`src/rtl/rv_exec_unit.sv`:
```
// RV32IM execute unit: single-cycle ALU, iterative multiplier and restoring divider
// behind a valid/ready handshake on both the operand and the result side.
module rv_exec_unit #(
    parameter int XLEN     = 32,
    parameter int MUL_BITS = 4
) (
    input  logic            clk,
    input  logic            rst,
    input  logic            in_valid,
    output logic            in_ready,
    input  logic [XLEN-1:0] in_a,
    input  logic [XLEN-1:0] in_b,
    input  logic [6:0]      in_opcode,
    input  logic [2:0]      in_funct3,
    input  logic [6:0]      in_funct7,
    output logic            out_valid,
    input  logic            out_ready,
    output logic [XLEN-1:0] out_result,
    output logic            busy
);

    localparam int SHW       = $clog2(XLEN);
    localparam int CW        = SHW + 1;
    localparam int MUL_STEPS = XLEN / MUL_BITS;
    localparam logic [CW-1:0] MUL_LAST = CW'(MUL_STEPS - 1);
    localparam logic [CW-1:0] DIV_FIX  = CW'(XLEN);

    localparam logic [6:0] OPC_OP     = 7'b0110011;
    localparam logic [6:0] OPC_OPIMM  = 7'b0010011;
    localparam logic [6:0] OPC_LUI    = 7'b0110111;
    localparam logic [6:0] OPC_AUIPC  = 7'b0010111;
    localparam logic [6:0] OPC_LOAD   = 7'b0000011;
    localparam logic [6:0] OPC_STORE  = 7'b0100011;
    localparam logic [6:0] OPC_BRANCH = 7'b1100011;
    localparam logic [6:0] F7_BASE    = 7'b0000000;
    localparam logic [6:0] F7_ALT     = 7'b0100000;
    localparam logic [6:0] F7_MULDIV  = 7'b0000001;

    localparam logic [XLEN-1:0] INT_MIN = {1'b1, {(XLEN-1){1'b0}}};

    typedef enum logic [1:0] {S_IDLE, S_MUL, S_DIV, S_DONE} state_t;

    state_t state, state_nxt;

    logic [CW-1:0] cnt;
    logic          accept, out_fire, start_iter;

    // decode of the operation currently presented
    logic            is_m, is_mul, is_div;
    logic            a_sgn, b_sgn, a_neg, b_neg, neg_q, neg_r;
    logic [XLEN-1:0] mag_a, mag_b;
    logic            div_zero, div_ovf, div_bypass;
    logic [XLEN-1:0] bypass_res, alu_res;

    // iteration state, captured on acceptance
    logic [2:0]        f3_q;
    logic              neg_q_q, neg_r_q;
    logic [2*XLEN-1:0] acc, mcand;
    logic [XLEN-1:0]   mplier;
    logic [XLEN-1:0]   rem, quo, dvsr;

    logic [2*XLEN-1:0] dig_ext, acc_nxt, prod;
    logic [XLEN-1:0]   mul_res, quo_fix, rem_fix, div_res;
    logic [XLEN:0]     rem_sh, diff;

    function automatic logic [XLEN-1:0] alu_op(input logic [2:0] f3, input logic alt,
                                               input logic [XLEN-1:0] a, input logic [XLEN-1:0] b);
        logic signed [XLEN-1:0] sa;
        logic signed [XLEN-1:0] sb;
        logic signed [XLEN-1:0] sra;
        logic [SHW-1:0]         sh;
        logic [XLEN-1:0]        r;
        sa  = a;
        sb  = b;
        sh  = b[SHW-1:0];
        sra = sa >>> sh;
        case (f3)
            3'd0:    r = alt ? a - b : a + b;
            3'd1:    r = a << sh;
            3'd2:    r = {{(XLEN-1){1'b0}}, sa < sb};
            3'd3:    r = {{(XLEN-1){1'b0}}, a < b};
            3'd4:    r = a ^ b;
            3'd5:    r = alt ? $unsigned(sra) : a >> sh;
            3'd6:    r = a | b;
            default: r = a & b;
        endcase
        return r;
    endfunction

    assign in_ready   = !rst && (state == S_IDLE) && (!out_valid || out_ready);
    assign busy       = (state == S_MUL) || (state == S_DIV);
    assign accept     = in_valid && in_ready;
    assign out_fire   = out_valid && out_ready;
    assign start_iter = is_mul || (is_div && !div_bypass);

    // operand decode: signedness, magnitudes, divider shortcuts and the ALU result
    always_comb begin
        is_m   = (in_opcode == OPC_OP) && (in_funct7 == F7_MULDIV);
        is_mul = is_m && !in_funct3[2];
        is_div = is_m && in_funct3[2];
        if (is_div) begin
            a_sgn = !in_funct3[0];
            b_sgn = !in_funct3[0];
        end else begin
            a_sgn = (in_funct3[1:0] != 2'b11);
            b_sgn = !in_funct3[1];
        end
        a_neg = a_sgn && in_a[XLEN-1];
        b_neg = b_sgn && in_b[XLEN-1];
        mag_a = a_neg ? -in_a : in_a;
        mag_b = b_neg ? -in_b : in_b;
        neg_q = a_neg ^ b_neg;
        neg_r = a_neg;

        div_zero   = (in_b == '0);
        div_ovf    = !in_funct3[0] && (in_a == INT_MIN) && (in_b == '1);
        div_bypass = div_zero || div_ovf;
        if (div_zero) bypass_res = in_funct3[1] ? in_a : '1;
        else          bypass_res = in_funct3[1] ? '0 : in_a;

        alu_res = '0;
        case (in_opcode)
            OPC_OP: begin
                if (in_funct7 == F7_BASE)
                    alu_res = alu_op(in_funct3, 1'b0, in_a, in_b);
                else if (in_funct7 == F7_ALT && (in_funct3 == 3'd0 || in_funct3 == 3'd5))
                    alu_res = alu_op(in_funct3, 1'b1, in_a, in_b);
            end
            OPC_OPIMM:  alu_res = alu_op(in_funct3, (in_funct3 == 3'd5) && (in_funct7 == F7_ALT),
                                         in_a, in_b);
            OPC_LUI:    alu_res = in_b;
            OPC_AUIPC, OPC_LOAD, OPC_STORE, OPC_BRANCH: alu_res = in_a + in_b;
            default:    alu_res = '0;
        endcase
    end

    // one radix-2^MUL_BITS multiply step and one restoring divide step
    assign dig_ext = {{(2*XLEN-MUL_BITS){1'b0}}, mplier[MUL_BITS-1:0]};
    assign acc_nxt = acc + mcand * dig_ext;
    assign prod    = neg_q_q ? -acc_nxt : acc_nxt;
    assign mul_res = (f3_q[1:0] == 2'b00) ? prod[XLEN-1:0] : prod[2*XLEN-1:XLEN];

    assign rem_sh  = {rem, quo[XLEN-1]};
    assign diff    = rem_sh - {1'b0, dvsr};
    assign quo_fix = neg_q_q ? -quo : quo;
    assign rem_fix = neg_r_q ? -rem : rem;
    assign div_res = f3_q[1] ? rem_fix : quo_fix;

    // FSM state register
    always_ff @(posedge clk) begin
        if (rst) state <= S_IDLE;
        else     state <= state_nxt;
    end

    // FSM next-state logic
    always_comb begin
        state_nxt = state;
        case (state)
            S_IDLE: begin
                if (accept) begin
                    if (is_mul)                     state_nxt = S_MUL;
                    else if (is_div && !div_bypass) state_nxt = S_DIV;
                end
            end
            S_MUL:   if (cnt == MUL_LAST) state_nxt = S_DONE;
            S_DIV:   if (cnt == DIV_FIX)  state_nxt = S_DONE;
            default: if (out_fire)        state_nxt = S_IDLE;
        endcase
    end

    // step counter and the registered result with its valid flag
    always_ff @(posedge clk) begin
        if (rst) begin
            cnt        <= '0;
            out_valid  <= 1'b0;
            out_result <= '0;
        end else begin
            if (accept)    cnt <= '0;
            else if (busy) cnt <= cnt + CW'(1);

            if (out_fire) out_valid <= 1'b0;

            if (accept && !start_iter) begin
                out_valid  <= 1'b1;
                out_result <= is_div ? bypass_res : alu_res;
            end else if (state == S_MUL && cnt == MUL_LAST) begin
                out_valid  <= 1'b1;
                out_result <= mul_res;
            end else if (state == S_DIV && cnt == DIV_FIX) begin
                out_valid  <= 1'b1;
                out_result <= div_res;
            end
        end
    end

    // multiply/divide working registers; the last divide cycle only applies signs
    always_ff @(posedge clk) begin
        if (accept) begin
            f3_q    <= in_funct3;
            neg_q_q <= neg_q;
            neg_r_q <= neg_r;
            acc     <= '0;
            mcand   <= {{XLEN{1'b0}}, mag_a};
            mplier  <= mag_b;
            rem     <= '0;
            quo     <= mag_a;
            dvsr    <= mag_b;
        end else if (state == S_MUL) begin
            acc    <= acc_nxt;
            mcand  <= mcand << MUL_BITS;
            mplier <= mplier >> MUL_BITS;
        end else if (state == S_DIV && cnt != DIV_FIX) begin
            quo <= {quo[XLEN-2:0], !diff[XLEN]};
            rem <= diff[XLEN] ? rem_sh[XLEN-1:0] : diff[XLEN-1:0];
        end
    end

endmodule

```
`config.mk`:
```
export PLATFORM = sky130hd
export DESIGN_NAME = rv_exec_unit
export DESIGN_NICKNAME = d
export VERILOG_FILES = /design/src/rtl/rv_exec_unit.sv
export SDC_FILE = /design/constraint.sdc
export NUM_CORES = 2
export LEC_CHECK = 0
export ABC_AREA = 0
export CAP_MARGIN = 30
export CORE_MARGIN = 2
export CORE_UTILIZATION = 60
export DETAILED_ROUTE_END_ITERATION = 12
export PLACE_DENSITY = 0.78
export REMOVE_ABC_BUFFERS = 1
export SLEW_MARGIN = 25
export SYNTH_ARGS = -nofsm -noshare
export SYNTH_HDL_FRONTEND = slang
export SYNTH_SLANG_ARGS = --single-unit
```
`constraint.sdc`:
```
create_clock -name clk -period 15.7 [get_ports clk]
set_clock_uncertainty 0.1 [all_clocks]
set_input_delay 3.14 -clock clk [delete_from_list [all_inputs] [get_ports clk]]
set_output_delay 3.14 -clock clk [all_outputs]
set_load 0.01 [all_outputs]
```
==> impl_metrics.tcl <==
set metrics [dict create \
    status "finished clean" \
    detail-route-antenna-nets 0 \
    htreeDepth 2 \
    crit_start "in_b[4]" \
    critPathBufInv 5 \
    place.gp.congestion 1.13 \
    dp_hpwl_um 134000 \
    min_path_type "reg2reg" \
    fin_cells 6047 \
    setup_slack_ns 7.17 \
    drtIter0Drc 6912 \
    p_per_area_mw_per_mm2 72.7 \
    wl_per_cell_um 29.1 \
    slew_violations 0 \
    path_max_fanout 46 \
    synth_cells 5232 \
    crit_top_cell "buf_4" \
    ctsHoldBuffers 0 \
    dr.pass1.iters 9 \
    routed_wl_um 176000 \
    core_mm2 0.0659 \
    reg2reg_slack_ns 7.35 \
    max_slew_margin 0.223 \
    worst_pin_slew_ns 1.17 \
    synth_area_mm2 0.0400 \
    reg2reg_depth 21 \
    syn_area_per_cell_um2 7.64 \
    slowest_delay_ns 0.95 \
    post-route-min-period_ns 8.53 \
    synth_edf_count 132 \
    worstPathCellList "clkdlybuf4s50_1, buf_4, inv_1, buf_4, ha_1, o21ai_0, nor4_1, a2111oi_0, buf_4, a221oi_1, a41o_1, nand2_1, nand2_1, a31o_2, mux2i_1, a2111oi_0, and3_1, a211o_1, a21oi_1" \
    fmaxAchievable_mhz 117 \
    cts_buffers 36 \
    maxCapViolCount 0 \
    whs_ns 0.389 \
    synth_top_family_by_area "compound AO/OA/AOI/OAI gates" \
    hold_violations 0 \
    dieWidth_um 262 \
    ir_drop_uv 76.0 \
    postLayoutCellArea_mm2 0.0431 \
    total_power_mw 3.13 \
    worst_r2r_endpoint "out_result[27]" \
    yosysWarningCount 0 \
    startpoint_type "primary input" \
    crit_slowest_cell "a221oi_1" \
    drc 0 \
    die_h_um 262 \
    place_ws_ns 6.91 \
    clk_latency_ns 0.56 \
    grt_pass1_vias 39665 \
    path_depth 19 \
    period_share 0.543 \
    grt_overflow 0 \
    nNetsFinal 5628 \
    endpoint "out_result[26]" \
    grt_pass1_wl_um 256000 \
    grt_max_degree 161 \
    cts-root-buf "clkbuf_16" \
    reg2reg_from "mplier[2]" \
    yosysSeqAreaShare 0.184 \
    criticalPathCategory "in2reg" \
    port_buffers 119 \
    cts_setup_buffers 0 \
    cts_sinks 301 \
    dp_cells 5970 \
    synth_fa_ha_area_frac 0.158 \
    fin_tns_setup_ns 0 \
    finalSetupViolations 0 \
    avgViaCountPerCell 6.99 \
    cts_buffer_depth 3 \
    rsz0062_at_grt "no" \
    synth-simple-area-share 0.217 \
    synthArstFlopShare 0 \
    ioPinCount 120 \
    dieArea_mm2 0.0687 \
    endpoint_kind "register" \
    synthXorXnorAreaFrac 0.0591 \
    clkTransAtPathRegs_ns 0.06 \
    placed_cell_area_mm2 0.0418 \
    min_from "acc[2]" \
    cp_top_family "compound AO/OA/AOI/OAI gates" \
    fin_util 0.655 \
    start_util 0.607 \
    antenna_found_initial 5 \
    rows 94 \
    groute.usage.overall 0.502 \
    syn_to_final_growth_pct 7.83 \
    synth_compound_gate_area_share 0.236 \
    crit_required_ns 15.99 \
    p_leak_nw 17.6 \
    synth_mux_area_frac 0.0713 \
    drive_gt1_frac 0.0606 \
    cts_resized 0 \
    cts_tree "done" \
    ys_ff_latch 301 \
    ys.flop_type "dfxtp_1" \
    yosys.cell_types.count 106 \
    arrival_ns 8.82 \
    vias 42278 \
]
## sequential cells by signal, indices dropped and copies added, names as in the netlist
name        flops
out_result     32
dvsr           32
out_valid       1
mcand          64
mplier         32
neg_q_q         1
quo            32
cnt             6
acc            64
neg_r_q         1
f3_q            2
state           2
rem            32
## synth_stat cells (all sizes together), types with 169 or more instances
master | instances | area share
a21oi | 388 | 0.049
clkbuf | 308 | 0.029
o21ai | 354 | 0.044
nor2 | 526 | 0.050
xnor2 | 195 | 0.043
dfxtp | 169 | 0.085
and2 | 260 | 0.041
mux2i | 169 | 0.042
ha | 208 | 0.065
inv | 428 | 0.040
fa | 185 | 0.093
nand2 | 488 | 0.046
## worst register-to-register path: cells and delay by family, from the launching register on
kind | cells | cell delay [ns]
buffers and inverters | 3 | 0.59
XOR/XNOR | 1 | 0.88
adder cells (fa/ha/maj) | 4 | 1.79
AND/OR/NAND/NOR | 4 | 1.93
AO/OA/AOI/OAI | 9 | 2.62
flip-flops | 1 | 0.32
## area by class of cell
cell class / count / area [um2]
antenna: 5 / 12.5
inverter: 428 / 1610
clock inverter: 21 / 214
timing repair buffer: 235 / 2090
tap: 864 / 1080
sequential: 301 / 7350
fill: 5634 / 22700
clock buffer: 45 / 996
multi-input combinational: 4148 / 29800
## placed cells by master, fill, tap and decap left out, drive strengths merged, types with 38 or more instances in the layout
cell type,Yosys,routed
fa,185,185
ha,208,208
a211oi,96,96
nor4,38,38
nor2,526,526
a21oi,388,388
or3,46,46
clkdlybuf4s50,0,113
o21a,85,85
o31ai,52,52
nand4,49,49
nand2,488,488
clkbuf,308,48
nand3,89,89
mux4,45,45
inv,428,432
mux2i,169,169
and2,260,260
nor3,114,114
xor2,74,74
buf,47,119
dfxtp,169,169
a31oi,51,51
nand2b,50,50
o21ai,354,354
xnor2,195,195
a21o,68,68
edfxtp,132,132
## cell families (layout without fill, tap and decap cells)
family,Yosys count,count (layout)
mux,227,227
simple gates,1796,1796
xor+xnor,269,269
fa+ha+maj,394,394
other cells,0,5
compound gates,1462,1462
flops,301,301
buf+inv,783,729
## power by group
| part | total [mW] | switching [mW] | leakage, nW | internal (mW) |
|---|---|---|---|---|
| Combinational | 1.38 | 0.934 | 14.4 | 0.443 |
| Clock | 0.883 | 0.377 | 0.594 | 0.506 |
| Sequential | 0.874 | 0.0255 | 2.60 | 0.849 |
| Total | 3.13 | 1.34 | 17.6 | 1.80 |
## worst min path at each step
stage | end | slack (ns) | cells past startpoint
2_1_floorplan | rem[31] | 0.35 | 2
3_3_place_gp | rem[31] | 0.36 | 2
3_5_place_dp | acc[2] | 0.38 | 2
4_1_cts | acc[2] | 0.38 | 2
5_1_grt | acc[37] | 0.41 | 2
6_report | acc[2] | 0.39 | 2
## per-layer routing
metal,routed length [um],track usage,vias up
li1,-,-,18276
met1,62100,0.601,19936
met2,74200,0.762,3171
met3,21700,0.138,889
met4,17700,0.391,6
met5,42,0,-
Note: power is estimated with default switching activity, not from simulation.
